--- src/rtl/if_id_hazard_stage.sv ---
// IF stage of the 5-stage MIPS pipeline: PC, IF/ID register, load-use hazard detect and branch redirect.
// Define PERF_COUNTERS_EN to add the saturating Stall_count / Squash_count outputs.
module if_id_hazard_stage #(
  parameter int unsigned     word     = 32,
  parameter int unsigned     rwidth   = 5,
  parameter logic [word-1:0] RESET_PC = '0
) (
  input  logic              Clock,
  input  logic              Reset,
  input  logic [word-1:0]   IM_Read_data,
  input  logic              ID_Branch_taken,
  input  logic [word-1:0]   ID_Branch_target,
  input  logic              ID_EX_MemRead,
  input  logic [rwidth-1:0] ID_EX_RegisterRt,
  output logic [word-1:0]   IF_PC,
  output logic [word-1:0]   IF_ID_Instruction,
  output logic [word-1:0]   IF_ID_PC_plus4,
  output logic [rwidth-1:0] IF_ID_RegisterRs,
  output logic [rwidth-1:0] IF_ID_RegisterRt,
  output logic [rwidth-1:0] IF_ID_RegisterRd,
  output logic              Stall,
  output logic              ID_EX_Flush
`ifdef PERF_COUNTERS_EN
  ,
  output logic [31:0]       Stall_count,
  output logic [31:0]       Squash_count
`endif
);

  logic [word-1:0] pc_plus4;

  assign pc_plus4 = IF_PC + word'(4);

  assign IF_ID_RegisterRs = IF_ID_Instruction[25:21];
  assign IF_ID_RegisterRt = IF_ID_Instruction[20:16];
  assign IF_ID_RegisterRd = IF_ID_Instruction[15:11];

  // Load in EX whose destination is a source of the instruction in ID; $zero never hazards.
  always_comb begin
    Stall = 1'b0;
    if (ID_EX_MemRead && (ID_EX_RegisterRt != '0) &&
        ((ID_EX_RegisterRt == IF_ID_RegisterRs) || (ID_EX_RegisterRt == IF_ID_RegisterRt)))
      Stall = 1'b1;
    ID_EX_Flush = Stall;
  end

  // A stall freezes everything, which also drops a concurrent branch until ID re-resolves it.
  always_ff @(posedge Clock or posedge Reset) begin
    if (Reset) begin
      IF_PC             <= RESET_PC;
      IF_ID_Instruction <= '0;
      IF_ID_PC_plus4    <= '0;
    end else if (Stall) begin
      IF_PC             <= IF_PC;
      IF_ID_Instruction <= IF_ID_Instruction;
      IF_ID_PC_plus4    <= IF_ID_PC_plus4;
    end else if (ID_Branch_taken) begin
      IF_PC             <= ID_Branch_target;
      IF_ID_Instruction <= '0;
      IF_ID_PC_plus4    <= '0;
    end else begin
      IF_PC             <= pc_plus4;
      IF_ID_Instruction <= IM_Read_data;
      IF_ID_PC_plus4    <= pc_plus4;
    end
  end

`ifdef PERF_COUNTERS_EN
  localparam logic [31:0] CNT_MAX = '1;

  always_ff @(posedge Clock or posedge Reset) begin
    if (Reset) begin
      Stall_count  <= '0;
      Squash_count <= '0;
    end else begin
      if (Stall && (Stall_count != CNT_MAX))
        Stall_count <= Stall_count + 32'(1);
      if (ID_Branch_taken && !Stall && (Squash_count != CNT_MAX))
        Squash_count <= Squash_count + 32'(1);
    end
  end
`endif

endmodule

--- config.mk ---
export PLATFORM = sky130hd
export DESIGN_NAME = if_id_hazard_stage
export DESIGN_NICKNAME = d
export VERILOG_FILES = /design/src/rtl/if_id_hazard_stage.sv
export SDC_FILE = /design/constraint.sdc
export NUM_CORES = 1
export LEC_CHECK = 0
export ABC_AREA = 1
export BUFFER_PORTS_ARGS = -buffer_cell sky130_fd_sc_hd__buf_2
export CAP_MARGIN = 20
export CELL_PAD_IN_SITES_DETAIL_PLACEMENT = 1
export CELL_PAD_IN_SITES_GLOBAL_PLACEMENT = 1
export CORE_MARGIN = 4
export CORE_UTILIZATION = 30
export CTS_CLUSTER_DIAMETER = 60
export DETAILED_ROUTE_END_ITERATION = 12
export GPL_ROUTABILITY_DRIVEN = 0
export HOLD_SLACK_MARGIN = 0.03
export PLACE_DENSITY = 0.76
export SETUP_SLACK_MARGIN = 0.4
export SLEW_MARGIN = 20
export SYNTH_ARGS = -nofsm -noshare
export SYNTH_HDL_FRONTEND = slang
export SYNTH_SLANG_ARGS = --single-unit
--- constraint.sdc ---
create_clock -name Clock -period 3 [get_ports Clock]
set_input_delay 0.3 -clock Clock [delete_from_list [all_inputs] [get_ports Clock]]
set_output_delay 0.3 -clock Clock [all_outputs]
set_load 0.02 [all_outputs]
# Word level (Yosys, flattened, before mapping)
# Index checks and enable logic that the tools add are counted.
[word_totals]
register_bits = 96
inputBits = 73
output_inout_bits = 113
wordCells = 14
[op_classes]
addsub = 1
n_eq_ne = 2
mux = 4
n_reduce_logical = 4
[ops]
columns = ["cell", "n"]
rows = [
  ["$mux W32", 3],
  ["$add A32 B3 Y32 const B", 1],
  ["$eq A5 B5 Y1", 2],
  ["$reduce_bool A5 Y1", 1],
  ["$logic_and A1 B1 Y1", 2],
  ["$logic_or A1 B1 Y1", 1],
  ["$mux W1", 1],
]

# Depth between registers and ports, before layout
[logic_depth]
word_depth = 4
depth_mapped = 11

# Worst setup path before layout
# No wires, ideal clock.
[synth_path]
kind = "reg-to-output"
from = "reg IF_ID_Instruction[23]"
to = "out Stall"
arrival_ps = 1532
path_slack_ps = 1168
stages_incl_launch_ff = 9
path_buffers = 2
path_cell_list = "dfrtp_1 inv_1 nand2_1 nand2_1 nor2_1 nand3_1 a21oi_4 buf_4 buf_4"
[synth_via]
elab_chain_cells = 4
[synth_rtl]
columns = ["element", "line_no", "text"]
rows = [
  ["from (decl)", "16", "output logic [word-1:0] IF_ID_Instruction,"],
  ["from (signal assigned)", "55", "IF_ID_Instruction <= IF_ID_Instruction;"],
  ["from (signal assigned)", "63", "IF_ID_Instruction <= IM_Read_data;"],
  ["$eq A5 B5 Y1", "42", "((ID_EX_RegisterRt == IF_ID_RegisterRs) || (ID_EX_RegisterRt == IF_ID_RegisterRt)))"],
  ["$logic_or A1 B1 Y1", "42", ""],
  ["$logic_and A1 B1 Y1", "41", "if (ID_EX_MemRead && (ID_EX_RegisterRt != '0) &&"],
  ["$mux W1", "41", ""],
  ["to (decl)", "21", "output logic Stall,"],
]
# Every way passes these cells.

# Worst setup path in the final report
[layout_path]
from = "reg IF_ID_Instruction[20]"
to = "out ID_EX_Flush"
[layout_via]
elab_chain_cells = 4
[layout_rtl]
columns = ["element", "line_no", "text"]
rows = [
  ["$eq A5 B5 Y1", "42", ""],
  ["$logic_or A1 B1 Y1", "42", ""],
  ["$logic_and A1 B1 Y1", "41", ""],
  ["$mux W1", "41", ""],
  ["to (decl)", "22", "output logic ID_EX_Flush"],
]
# Every way passes these cells.

==> reports/results.ini <==
[outcome]
status=complete, no violations

[worst_setup_path]
arrival_ns=1.99
r2r_start=IF_ID_Instruction[20]
rrSetupSlack_ns=0.90
crit_type=register to primary output
worstPathRequired_ns=2.70
crit_fanout=14
rr_endpoint=IF_ID_PC_plus4[2]
r2r_cells=9
worst_setup_path_end_kind=primary output
start_kind=register

[synth]
synth_warnings=0
syn_nets=775
seq_area_frac_synth_pct=47.6
ys_ff_latch=96
syn_inst=701
synth_cell_types=26
netlist_area_sq_um=5040
avgSynthCellArea_sq_um=7.20

[final_layout]
area_growth_pct=26.2
final_nets=933
fin_cells=1084
n_antenna_cell=0
drive_gt1_share_pct=25.3

[global_route]
grt_pass1_wl_mm=27.3
antenna_found_initial=0
grt_pass1_vias=5241
overflow=0
grt_usage_pct=18.4
grt_max_degree=97

[clocking]
clk_pin_slew_ns=0.07
ctsHoldBuffers=0
htreeDepth=3
cts_resized=0
worst_skew_pair.late_latency_ns=0.35
clock_path_buffers=2
cts_root_buf=clkbuf_16
cts_tree=built
clkSinkCount=96
numCtsBuffers=9
post_cts_buffers=0

[flow_run]
cap_violations=0

[place]
place_hpwl_mm=12.5
post-place-cells=1068
portBuffers=185

[hold_path]
worstHoldPathType=input pin to async pin

[floorplan]
core_sq_um=16500
die_h_um=138
initial_core_util_pct=30.5
chipWidth_um=138
die_area_sq_um=19000
io_pins=186
rows=47

[timing]
slew_headroom_pct=59.4
timing.setup.tns_ns=0
final_hold_viol_count=0
finClkSkew_ns=0.00792
fin_crit_sh_pct=76.4
finalSetupViolCount=0
fin_crit_ns=2.29
worstMarginPinSlew_ns=0.608
rsz0062_at_grt=false
fmax_mhz=436
slew_violations=0

[drt]
vias=5044
drt_wl_total_mm=17.1
drc=0
post_drt_via_cell_ratio=4.65
wl_per_cell_um=15.8
first_pass_iters=4
first_iter_violations=265
postRouteAntennaNets=0

[power]
p_per_area_nw_per_um2=562
p_leak_uw=0.00350
ir_worst_vdd_uv=254

## stage by stage
step | util, % | power (uW) | setup WS [ns] | hold WS, ns | cell area, sq um
6_report | 38.5 | 3580 | 0.709 | 0.104 | 6360
5_1_grt | 38.5 | 3790 | 0.507 | 0.150 | 6360
4_1_cts | 38.5 | 3640 | 0.669 | 0.118 | 6360
3_5_place_dp | 36.6 | 2380 | 0.894 | 0.461 | 6060
3_3_place_gp | 36.6 | 2370 | 0.968 | 0.458 | 6060
2_1_floorplan | - | 2060 | 1.17 | 0.441 | 5050
## cells in the final DEF (no fill, tap or decap), drive strengths merged
master,netlist,final
bufinv,0,1
nand3b,5,5
nand2,318,318
xnor2,3,3
nand4,1,1
a21oi,2,2
xor2,4,4
or2,2,2
ha,1,1
o21ai,50,50
nor2,45,45
inv,42,47
dfrtp,96,96
clkinvlp,0,2
and2,2,2
nand3,84,84
buf,29,192
clkbuf,16,9
## routing by layer
layer / vias to the layer above / share of wire (%) / GRT usage [%] / routed length, um
met4: 0 / 1.3 / 5.93 / 229
li1: 2501 / - / - / -
met5: - / 0 / 0 / 0
met1: 2434 / 45 / 24.3 / 7660
met3: 11 / 4.5 / 2.96 / 767
met2: 98 / 49 / 30.7 / 8450
## synth_stat cells
master    count  area share [%]
ha_1          1            0.25
xnor2_1       3            0.52
a21oi_1       1           0.099
buf_6         2            0.45
or2_2         2            0.25
buf_4        22             3.3
nand4_1       1            0.12
nand3_1      84             8.3
buf_1         3            0.22
dfrtp_1      96              48
o21ai_1       1           0.099
o21ai_0      49             4.9
a21oi_4       1            0.32
nand2_2       1            0.12
nand2_1     317              24
inv_1        41             3.1
clkbuf_1     14             1.0
nor2_1       41             3.1
xor2_1        4            0.69
nand3b_1      5            0.74
inv_2         1           0.074
and2_1        2            0.25
clkinv_1      1           0.074
nor2_2        4            0.50
buf_2         2            0.20
clkbuf_2      2            0.20
## cell type report
class / instances / area, sq um
inverters: 43 / 165
multi-input cells: 517 / 2210
clock inverters: 7 / 83.8
clock buffers: 9 / 225
fillers: 2111 / 10200
flip-flops and latches: 96 / 2400
repair buffers: 192 / 1000
well taps: 220 / 275
## critical path, stage by stage (launching register included)
cell	delay (ns)
dfrtp_1	0.39
inv_1	0.07
nand2_1	0.06
nand2_1	0.04
nor2_1	0.16
nand3_1	0.17
a21oi_4	0.49
buf_2	0.27
## cells by family after synthesis
| kind of cell | after synthesis | share of synthesized area (%) |
|---|---|---|
| AND/OR/NAND/NOR | 457 | 37.0 |
| adder cells (fa/ha/maj) | 1 | 0.248 |
| XOR/XNOR | 7 | 1.22 |
| flip-flops | 96 | 47.6 |
| AO/OA/AOI/OAI | 52 | 5.38 |
| buffers and inverters | 88 | 8.58 |
## state kept, by name, indices dropped and copies added (netlist names)
signal	count
IF_ID_Instruction	32
IF_ID_PC_plus4	32
IF_PC	32
## where the power goes
part / switching [uW] / internal (uW) / leakage [uW] / total, uW
Combinational: 525 / 254 / 0.00212 / 780
Sequential: 140 / 1430 / 0.00122 / 1570
Clock: 568 / 666 / 0.000149 / 1230
Total: 1230 / 2350 / 0.00350 / 3580
## worst max path at each step
stage          depth (start not counted)  slack, ns                end                   from
2_1_floorplan                          8       1.17              Stall  IF_ID_Instruction[23]
3_3_place_gp                          10       0.97  IF_ID_PC_plus4[2]    ID_EX_RegisterRt[2]
3_5_place_dp                          10       0.89  IF_ID_PC_plus4[2]    ID_EX_RegisterRt[2]
4_1_cts                                7       0.67        ID_EX_Flush  IF_ID_Instruction[20]
5_1_grt                                7       0.51              Stall  IF_ID_Instruction[20]
6_report                               7       0.71        ID_EX_Flush  IF_ID_Instruction[20]
(Power assumes the default switching activity.)
